File: config.mk
export PLATFORM = sky130hd
export DESIGN_NAME = bus_master_arbiter
export DESIGN_NICKNAME = d
export VERILOG_FILES = /design/src/rtl/bus_master_arbiter.sv
export SDC_FILE = /design/constraint.sdc
export NUM_CORES = 1
export LEC_CHECK = 0
export ABC_AREA = 1
export ABC_CLOCK_PERIOD_IN_PS = 5400
export CELL_PAD_IN_SITES_DETAIL_PLACEMENT = 0
export CELL_PAD_IN_SITES_GLOBAL_PLACEMENT = 1
export CORE_MARGIN = 2
export CORE_UTILIZATION = 27
export DETAILED_ROUTE_END_ITERATION = 7
export PLACE_DENSITY_LB_ADDON = 0.05
export SETUP_SLACK_MARGIN = 0.1
export SLEW_MARGIN = 0
export SYNTH_ARGS = -nofsm -noshare
export SYNTH_HDL_FRONTEND = slang
export SYNTH_SLANG_ARGS = --single-unit
File: constraint.sdc
create_clock -name clk_i -period 5.4 [get_ports clk_i]
set_input_delay 1.08 -clock clk_i [delete_from_list [all_inputs] [get_ports clk_i]]
set_output_delay 1.08 -clock clk_i [all_outputs]
set_load 0.01 [all_outputs]
File: src/rtl/bus_master_arbiter.sv
// bus_master_arbiter: round-robin sharing of one register bus among several masters, with a completion watchdog
module bus_master_arbiter #(
  parameter int                      NumMasters    = 2,
  parameter int                      AddressWidth  = 32,
  parameter int                      DataWidth     = 32,
  parameter logic [AddressWidth-1:0] IdleAddress   = 32'hFFFF_FFFF,
  parameter int                      TimeoutCycles = 1024
) (
  input  logic                              clk_i,
  input  logic                              reset_i,
  input  logic [NumMasters-1:0]             req_i,
  input  logic [NumMasters-1:0]             we_i,
  input  logic [4*NumMasters-1:0]           we_ram_i,
  input  logic [AddressWidth*NumMasters-1:0] address_i,
  input  logic [DataWidth*NumMasters-1:0]   data_i,
  output logic [NumMasters-1:0]             ack_o,
  output logic                              err_o,
  output logic [DataWidth-1:0]              rdata_o,
  output logic [NumMasters-1:0]             grant_o,
  output logic                              bus_we_o,
  output logic [3:0]                        bus_we_ram_o,
  output logic [AddressWidth-1:0]           bus_address_o,
  output logic [DataWidth-1:0]              bus_data_o,
  input  logic [DataWidth-1:0]              bus_rdata_i,
  input  logic                              bus_busy_i
);
  localparam int IW = $clog2(NumMasters);
  localparam int CW = $clog2(TimeoutCycles);
  typedef enum logic [2:0] {S_IDLE, S_ISSUE, S_GUARD, S_WAIT, S_RESP} state_t;
  state_t                  r_state, w_state_n;
  logic [IW-1:0]           r_last, w_last_n, w_idx, w_cand;
  logic                    w_found;
  logic [CW-1:0]           r_cnt, w_cnt_n;
  logic [NumMasters-1:0]   r_ack, w_ack_n, r_grant, w_grant_n;
  logic                    r_err, w_err_n, r_bus_we, w_bus_we_n;
  logic [DataWidth-1:0]    r_rdata, w_rdata_n, r_bus_data, w_bus_data_n;
  logic [3:0]              r_bus_we_ram, w_bus_we_ram_n;
  logic [AddressWidth-1:0] r_bus_addr, w_bus_addr_n;
  // Pick the first requester after the previous owner, wrapping around
  always_comb begin
    w_found = 1'b0;
    w_idx = r_last;
    w_cand = '0;
    for (int k = 1; k <= NumMasters; k++) begin
      w_cand = IW'((int'(r_last) + k) % NumMasters);
      if (!w_found && req_i[w_cand]) begin
        w_found = 1'b1;
        w_idx = w_cand;
      end
    end
  end
  // Next state and next values of every registered output
  always_comb begin
    w_state_n = r_state;
    w_last_n = r_last;
    w_cnt_n = r_cnt;
    w_ack_n = r_ack;
    w_err_n = r_err;
    w_rdata_n = r_rdata;
    w_grant_n = r_grant;
    w_bus_we_n = 1'b0;
    w_bus_we_ram_n = 4'h0;
    w_bus_addr_n = IdleAddress;
    w_bus_data_n = '0;
    case (r_state)
      S_IDLE: if (w_found) begin
        w_state_n = S_ISSUE;
        w_last_n = w_idx;
        w_grant_n = NumMasters'(1) << w_idx;
        w_bus_we_n = we_i[w_idx];
        w_bus_we_ram_n = we_ram_i[4*w_idx +: 4];
        w_bus_addr_n = address_i[AddressWidth*w_idx +: AddressWidth];
        w_bus_data_n = data_i[DataWidth*w_idx +: DataWidth];
      end
      S_ISSUE: w_state_n = S_GUARD;
      // bus_cdc raises busy one cycle late, so it is not looked at here
      S_GUARD: w_state_n = S_WAIT;
      S_WAIT: if (!bus_busy_i || r_cnt == CW'(TimeoutCycles - 1)) begin
        w_state_n = S_RESP;
        w_ack_n = r_grant;
        w_err_n = bus_busy_i;
        w_rdata_n = bus_busy_i ? '0 : bus_rdata_i;
      end else begin
        w_cnt_n = r_cnt + CW'(1);
      end
      S_RESP: begin
        w_state_n = S_IDLE;
        w_ack_n = '0;
        w_grant_n = '0;
        w_cnt_n = '0;
      end
      default: w_state_n = S_IDLE;
    endcase
  end
  // State and output registers; the bus idles on IdleAddress so repeats look like address changes
  always_ff @(posedge clk_i or posedge reset_i)
    if (reset_i) begin
      r_state <= S_IDLE;
      r_last <= IW'(NumMasters - 1);
      r_cnt <= '0;
      r_ack <= '0;
      r_err <= 1'b0;
      r_rdata <= '0;
      r_grant <= '0;
      r_bus_we <= 1'b0;
      r_bus_we_ram <= 4'h0;
      r_bus_addr <= IdleAddress;
      r_bus_data <= '0;
    end else begin
      r_state <= w_state_n;
      r_last <= w_last_n;
      r_cnt <= w_cnt_n;
      r_ack <= w_ack_n;
      r_err <= w_err_n;
      r_rdata <= w_rdata_n;
      r_grant <= w_grant_n;
      r_bus_we <= w_bus_we_n;
      r_bus_we_ram <= w_bus_we_ram_n;
      r_bus_addr <= w_bus_addr_n;
      r_bus_data <= w_bus_data_n;
    end
  assign ack_o = r_ack;
  assign err_o = r_err;
  assign rdata_o = r_rdata;
  assign grant_o = r_grant;
  assign bus_we_o = r_bus_we;
  assign bus_we_ram_o = r_bus_we_ram;
  assign bus_address_o = r_bus_addr;
  assign bus_data_o = r_bus_data;
endmodule

Word level (Yosys, flattened, before mapping)
Index checks and enable logic that the tools add are counted.
{"block": "op_classes", "n_div": 0, "mul": 0, "add_sub_neg": 3, "n_reduce_logical": 13, "bitwise_logic": 0, "n_shift": 4, "eq_ne": 8, "mux": 28, "order_cmp": 3}
{"cell": "$mux W32", "count": 5}
{"cell": "$shiftx A64 B7 Y32", "count": 2}
{"cell": "$pmux W10 S2", "count": 1}
{"cell": "$mux W1", "count": 12}
{"cell": "$pmux W3 S4", "count": 1}
{"cell": "$reduce_and A2 Y1", "count": 6}
{"cell": "$add A10 B1 Y10 const B", "count": 1}
{"cell": "$eq A10 B10 Y1 const B", "count": 1}
{"cell": "$mux W10", "count": 1}
{"cell": "$mux W4", "count": 2}
{"cell": "$pmux W2 S2", "count": 2}
{"cell": "$shiftx A8 B4 Y4", "count": 1}
{"cell": "$eq A3 B2 Y1 const B", "count": 2}
{"cell": "$lt A1 B2 Y1 const B", "count": 3}
{"cell": "$mux W3", "count": 2}
{"cell": "$ne A2 B2 Y1 const B", "count": 3}
{"cell": "$mux W2", "count": 2}
{"cell": "$reduce_bool A2 Y1", "count": 2}
{"cell": "$eq A3 B1 Y1 const B", "count": 1}
{"cell": "$eq A3 B3 Y1 const B", "count": 1}
{"cell": "$logic_not A3 Y1", "count": 1}
{"cell": "$add A1 B1 Y1 const B", "count": 2}
{"cell": "$logic_not A1 Y1", "count": 2}
{"cell": "$shl A1 B1 Y2 const A", "count": 1}
{"cell": "other kinds (2)", "count": 2}
{"block": "word_totals", "mem_bits_rw": 0, "n_memories": 0, "out_inout_bits": 106, "register_bits": 120, "elab_cells": 70, "in_bits": 175, "latchBits": 0, "mem_bits_ro": 0}

Logic depth before layout (Yosys ltp)
Gate-level depths: netlist of run 1.
{"block": "depth", "depth_word": 11, "ltp_mapped": 9, "ltp_nobuf": 8}

Worst setup path after synthesis of run 1
Ideal clock, no wire load.
{"block": "synth_path", "kind": "input -> register", "start": "in req_i[1]", "end": "reg r_bus_addr[21], in the netlist bus_address_o[21]", "setup_slack_ns": 3.476, "n_path_buf": 2, "path_stages": 6, "t_required_ns": 5.315, "t_arrival_ns": 1.839, "setup_time_ns": 0.085, "cell_sequence": "o21ai_2 inv_2 buf_2 buf_2 nand2_1 nand3_1"}
{"block": "synth_via", "elab_chain_len": 9, "elab_cells_between_ends": 13, "cone_classes": "shift (1); mux (10); reduce/logical (2)"}
{"element": "from (decl)", "line_no": "11", "rtl": "input logic [NumMasters-1:0] req_i,"}
{"element": "$mux W1 (not written as such) (2 in series)", "line_no": "46", "rtl": "if (!w_found && req_i[w_cand]) begin"}
{"element": "$mux W1", "line_no": "46"}
{"element": "$logic_not A1 Y1", "line_no": "46"}
{"element": "$logic_and A1 B1 Y1", "line_no": "46"}
{"element": "$mux W1", "line_no": "46"}
{"element": "$shiftx A64 B7 Y32", "line_no": "72", "rtl": "w_bus_addr_n = address_i[AddressWidth*w_idx +: AddressWidth];"}
{"element": "$mux W32 *", "line_no": "66", "rtl": "S_IDLE: if (w_found) begin"}
{"element": "$mux W32 *", "line_no": "65", "rtl": "case (r_state)"}
{"element": "net w_bus_addr_n[21]", "line_no": "38", "rtl": "logic [AddressWidth-1:0] r_bus_addr, w_bus_addr_n;"}
{"element": "to (signal assigned)", "line_no": "107", "rtl": "r_bus_addr <= IdleAddress;"}
{"element": "to (signal assigned)", "line_no": "119", "rtl": "r_bus_addr <= w_bus_addr_n;"}
{"element": "to (decl)", "line_no": "38"}
The timed path passes the listed nets; every way through them passes the cells marked *. The select of a mux whose other input is x is not followed.
A chain may end at the register's enable or synchronous reset.

Final worst setup path of run 1
{"block": "layout_path", "start": "in req_i[1]", "end": "reg r_grant[0], in the netlist grant_o[0]"}
{"block": "layout_via", "elab_chain_len": 9, "elab_cells_between_ends": 15, "cone_classes": "eq/ne (1); shift (1); mux (10); reduce/logical (3)"}
{"element": "$mux W1 (not written as such) (2 in series)", "line_no": "46"}
{"element": "$mux W1", "line_no": "46"}
{"element": "$logic_not A1 Y1", "line_no": "46"}
{"element": "$logic_and A1 B1 Y1", "line_no": "46"}
{"element": "$mux W1", "line_no": "46"}
{"element": "$shl A1 B1 Y2", "line_no": "69", "rtl": "w_grant_n = NumMasters'(1) << w_idx;"}
{"element": "$mux W2", "line_no": "66"}
{"element": "$pmux W2 S2", "line_no": "65"}
{"element": "to (signal assigned)", "line_no": "116", "rtl": "r_grant <= w_grant_n;"}
{"element": "to (decl)", "line_no": "34", "rtl": "logic [NumMasters-1:0] r_ack, w_ack_n, r_grant, w_grant_n;"}
Several ways; a longest one is shown, not always the timed one. The select of a mux whose other input is x is not followed.

==> results of run 1 <==
==> critical path, stage by stage <==
cell,delay (ps)
clkdlybuf4s50_1,520
nor2_1,120
nor2_4,660
inv_2,520
nor2_1,250
a21oi_1,60
==> cell type report <==
type	instances	area (um2)
Multi-Input combinational cell	395	1840
Timing Repair Buffer	284	2830
Fill cell	1778	9980
Tap cell	234	293
Sequential cell	120	3040
Clock inverter	5	30.0
Inverter	15	58.8
Clock buffer	27	557
==> flip-flops by register name (all words and copies together), names as in the netlist, 2 cells and up <==
register / cells
bus_address_o: 32
rdata_o: 32
grant_o: 2
r_cnt: 10
bus_data_o: 32
ack_o: 2
r_state: 3
bus_we_ram_o: 4
==> power by group <==
| group | internal (uW) | switching [uW] |
|---|---|---|
| registers | 1220 | 148 |
| logic | 737 | 812 |
| clock network | 704 | 398 |
==> final timing paths <==
kind / endpoint / cells after the start
worst max register to register: grant_o[0] / 6
worst min-delay path: rdata_o[18] / 2
min in group asynchronous: bus_we_ram_o[1] / 2
worst min register to register: rdata_o[18] / 2
max in group asynchronous: bus_data_o[2] / 3
worst max-delay path: grant_o[0] / 6
==> metrics by stage <==
| stage | utilization [%] | instance area (um2) | hold WS, ps | std cells | setup slack [ps] |
|---|---|---|---|---|---|
| after floorplan | - | 5100 | 460 | 562 | 1190 |
| after global placement | 43.3 | 8070 | 453 | 1048 | 1930 |
| after detailed placement | 43.3 | 8070 | 462 | 1048 | 1910 |
| after CTS | 46.4 | 8660 | 474 | 1080 | 2350 |
| after global routing | 46.4 | 8660 | 496 | 1080 | 2220 |
| final | 46.4 | 8660 | 468 | 1080 | 2420 |
==> cells in the final DEF (no fill, tap or decap), types with 6 or more instances in the layout <==
cell               n
clkdlybuf4s50_1  280
nand2_1          218
dfrtp_1           87
nand3_1           78
a21oi_1           38
dfstp_2           33
nand2_2           31
clkbuf_16         20
inv_1             10
nor2_1             6
==> cells by family (layout without fill, tap and decap cells) <==
group                    count (synthesis)  count (layout)  share of synthesized area [%]
AND/OR/NAND/NOR                        345             345                           30.3
flip-flops                             120             120                           59.6
buffers and inverters                   47             331                           4.36
AO/OA/AOI/OAI                           43              43                           4.39
XOR/XNOR                                 6               6                           1.03
adder cells (fa/ha/maj)                  1               1                          0.245
==> metal layers <==
metal	routed length (um)	part of all wire, %	GRT usage [%]
met4	735	4.2	9.53
met2	8580	49	29.6
met5	0	0	0
met3	1700	9.7	7.96
met1	6610	38	18.9
==> metrics, run 1 <==
core area 18600 um2; DR vias/cell 4.48; WP data required 5660 ps; Detailed Route WL 17600 um; fin crit period 2980 ps; Worst slew margin 26.0%; Slew Limit Fails 0; Fin Setup TNS 0 ps; Vias 4834; vias in the first global route 4952; Placer Congestion 0.856; postcts setup bufs 0; PD cells 464 nW/um2; share of layout cells above drive strength 1 13.1%; worst ir drop on vdd 181 uV; Hold Buf Count CTS 0; synth unique cells 27; asr flop ratio synth 100%; Ports 281; Hold Startpoint rdata_o[18]; CTS tree yes; Cell Area, Synth 5100 um2; Final Net Count 1009; die height 141 um; H-tree depth 4; overall routing resource usage 17.8%; dpl hpwl 12700 um; post-route ant nets 0; setup violators final 0; Pleak 0.00384 uW; Primary FF master, synth dfrtp_1; max frequency 336 MHz; ranking of synthesized cells by area dfrtp_1 (43%), dfstp_2 (17%), nand2_1 (16%); Hold Path Class reg -> reg; first-pass GRT wire length 27000 um; # rows 50; Clock transition at path regs 50 ps; WL/cell 16.3 um; Pre-antenna DRT Iters 5; drc violations 0; Startpoint Class input pin; cell accounting for the most synthesized area dfrtp_1; Syn Inst Count 562; Area growth syn-to-layout 69.7%; worst skew pair latency 410 ps; skew final 14.4 ps; CP Class in -> reg; Post-synth top cells nand2_1 (218), dfrtp_1 (87), nand3_1 (78), a21oi_1 (38), dfstp_2 (33); Worst Setup SP req_i[1]; clk buf depth 2; DIE WIDTH 141 um; RSZ-0062 raised after global routing false; CTS root buffer clkbuf_16; syn_area_per_cell 9.08 um2; worst-margin pin slew 1110 ps; Worst Path Max Fanout 41; overall power 4020 uW; Hold Violations, Final 0; IO buf count 280; number of diodes 0; Mapped Nets 738; Initial Util 27.4%; period utilization 55.1%; post-synthesis sequential area ratio 59.6%; gr ovfl total 0; clock sink count 120; Post-synth EDFFs 0; post-cts sizing count 0; arrival time at the worst endpoint 3230 ps; CTS buffer count 17; setup slack, reg-to-reg 3050 ps; DIE AREA 20000 um2; Yosys reg bits 120; outcome finished, final reports clean; DR iter-0 viols 188; max_cap viols 0; reg-to-reg critical path startpoint r_state[0]; initial antenna violation count 0; crit end category flop; most frequent cell after synthesis nand2_1; Yosys warnings 0; share of the synthesized area in the top cell type 42.7%; largest net degree at the start of global routing 71
Power figures use the tool's default switching activity.
==> inputs of run 2 (changes only) <==
Settings changed: ABC_CLOCK_PERIOD_IN_PS 5400 to 2800.
Clock period 5.4 ns to 2.8 ns, I/O delays scaled along.
==> run 2 against run 1 <==
Core utilization is 0.17 points higher. Final cell count is 0.56% higher. Sequential power is 93% higher. Setup slack worse by 1700 ps. Cell area is 0.36% higher. Critical path depth is 5 lower. Routed wire length is 1.5% lower. Global-route usage is 0.35 points lower.
==> metrics, run 2 (synthesized netlist as in run 1, its figures left out) <==
largest net degree at the start of global routing 71 (unchanged); Vias 4759 (-1.6%); Fin Setup TNS 0 ps (unchanged); vias in the first global route 4880 (-1.5%); RSZ-0062 raised after global routing false; Ports 281 (unchanged); crit end category output pin; Area growth syn-to-layout 70.3%; Slew Limit Fails 0 (unchanged); critical path cell sequence clkdlybuf4s50_1; Final Core Density 46.6% (+0.17 points); Crit. path cell count 1 (-5); skew final 8.77 ps (-5.63 ps); Pleak 0.00386 uW (+0.46%); reg-to-reg critical path startpoint r_last; largest delay contributor family on the critical path buffers and inverters; Final Net Count 1014 (+0.50%); overall routing resource usage 17.4% (-0.35 points); IO buf count 280 (unchanged); worst skew pair latency 420 ps (about the same); die height 141 um (unchanged); Critical path buffers and inverters 1 (-1); DR vias/cell 4.38 (-2.1%); Worst slew margin 49.2% (+23 points); DIE WIDTH 141 um (unchanged); max_cap viols 0 (unchanged); commonest cells after routing, fill and taps aside clkdlybuf4s50_1 (280), nand2_1 (218), dfrtp_1 (87), nand3_1 (78), a21oi_1 (38); Hold Buf Count CTS 0 (unchanged); Worst Path Max Fanout 1 (-98%); postcts setup bufs 0 (unchanged); WP data required 2240 ps (-3420 ps); Register-to-Register Path Depth 6 (unchanged); dpl hpwl 12600 um (-1.1%); clock network power share 25.6% (-1.8 points); DIE AREA 20000 um2 (unchanged); Placer Congestion 0.807 (-5.7%); Sw Ratio 33.9% (+0.16 points); first-pass GRT wire length 26400 um (-2.3%); share of layout cells above drive strength 1 13.3% (+0.16 points); CTS root buffer clkbuf_16; post-route ant nets 0 (unchanged); core area 18600 um2 (unchanged); DR iter-0 viols 165 (-12%); WL/cell 16.0 um (-2.1%); combinational power share 40.0% (+1.5 points); CP max stage delay 580 ps (-80 ps); CTS buffer count 17 (unchanged); H-tree depth 4 (unchanged); drc violations 0 (unchanged); setup violators final 0 (unchanged); Seq pwr share 34.4% (+0.3 points); setup slack, reg-to-reg 990 ps (-2060 ps); non-filler cells, final 1086 (+0.56%); PD cells 883 nW/um2 (+90%); worst-margin pin slew 762 ps (-347 ps); Initial Util 27.4% (unchanged); arrival time at the worst endpoint 1500 ps (-1730 ps); CTS tree yes; Clock transition at path regs 50 ps (about the same); Detailed Route WL 17400 um (-1.5%); worst ir drop on vdd 433 uV (+140%); Hold Path Class reg -> reg; Startpoint Class flop; Worst Setup SP bus_address_o[29]; placed instance count 1053 (+0.48%); WHS Path Cells 2 (unchanged); hold_ws 470 ps (+1.94 ps); Pre-antenna DRT Iters 4 (-1); clock sink count 120 (unchanged); clk buf depth 2 (unchanged); period utilization 73.5%; gr ovfl total 0 (unchanged); Worst path slowest cell clkdlybuf4s50_1; most common cell after layout, fill and taps aside clkdlybuf4s50_1; fin crit period 2060 ps; Cell Int Power 5070 uW (+90%); CP Class reg -> out; # rows 50 (unchanged); P_sw 2600 uW (+92%); post-cts sizing count 0 (unchanged); initial antenna violation count 0 (unchanged); outcome finished, final reports clean; Hold Violations, Final 0 (unchanged); Hold Startpoint rdata_o[20]; max frequency 486 MHz
-- run 2: changes by cell type in the layout (fill, tap and decap cells not counted) --
cell / previous run / this run
buf_12: 0 / 4
clkbuf_1: 4 / 7
clkbuf_16: 20 / 17
buf_4: 4 / 5
clkbuf_8: 3 / 4
clkinv_2: 3 / 4
clkinvlp_4: 2 / 1
diode_2: 0 / 1
inv_4: 1 / 0
-- run 2: layout make-up --
cell class	count	area, um2
Fill cell	1777	9950
Tap cell	234	293
Sequential cell	120	3040
Multi-Input combinational cell	395	1840
Inverter	15	60.1
Clock buffer	28	507
Antenna cell	1	2.50
Clock inverter	4	20.0
Timing Repair Buffer	289	2920
-- run 2: power groups by stage --
stage                     Clock, uW  Combinational [uW]  Sequential (uW)
after detailed placement          0                3130             2670
final                          1960                3070             2640
after floorplan                   0                1220             2890
after CTS                      2020                3150             2640
after global placement            0                3090             2650
after global routing           2100                3390             2700
-- run 2: per-layer routing --
layer	vias up	routed length (um)	global-route usage, %
met5	-	0	0
met4	0	324	6.00
met3	23	1760	8.84
met2	177	8630	29.8
met1	2207	6650	18.6
li1	2352	-	-
-- run 2: metrics by stage --
stage / total power [uW] / worst slack (ps) / cell area (um2)
CTS: 7810 / 711 / 8690
global placement: 5750 / 518 / 8160
finish: 7670 / 743 / 8690
global route: 8190 / 693 / 8690
detailed placement: 5800 / 505 / 8160
floorplan: 4110 / 798 / 5110
-- run 2: worst paths after layout --
kind | to
worst max-delay path | bus_address_o[29]
min in group asynchronous | bus_we_ram_o[2]
worst min-delay path | rdata_o[20]
max in group asynchronous | bus_we_ram_o[0]
worst max register to register | grant_o[1]
worst min register to register | rdata_o[20]
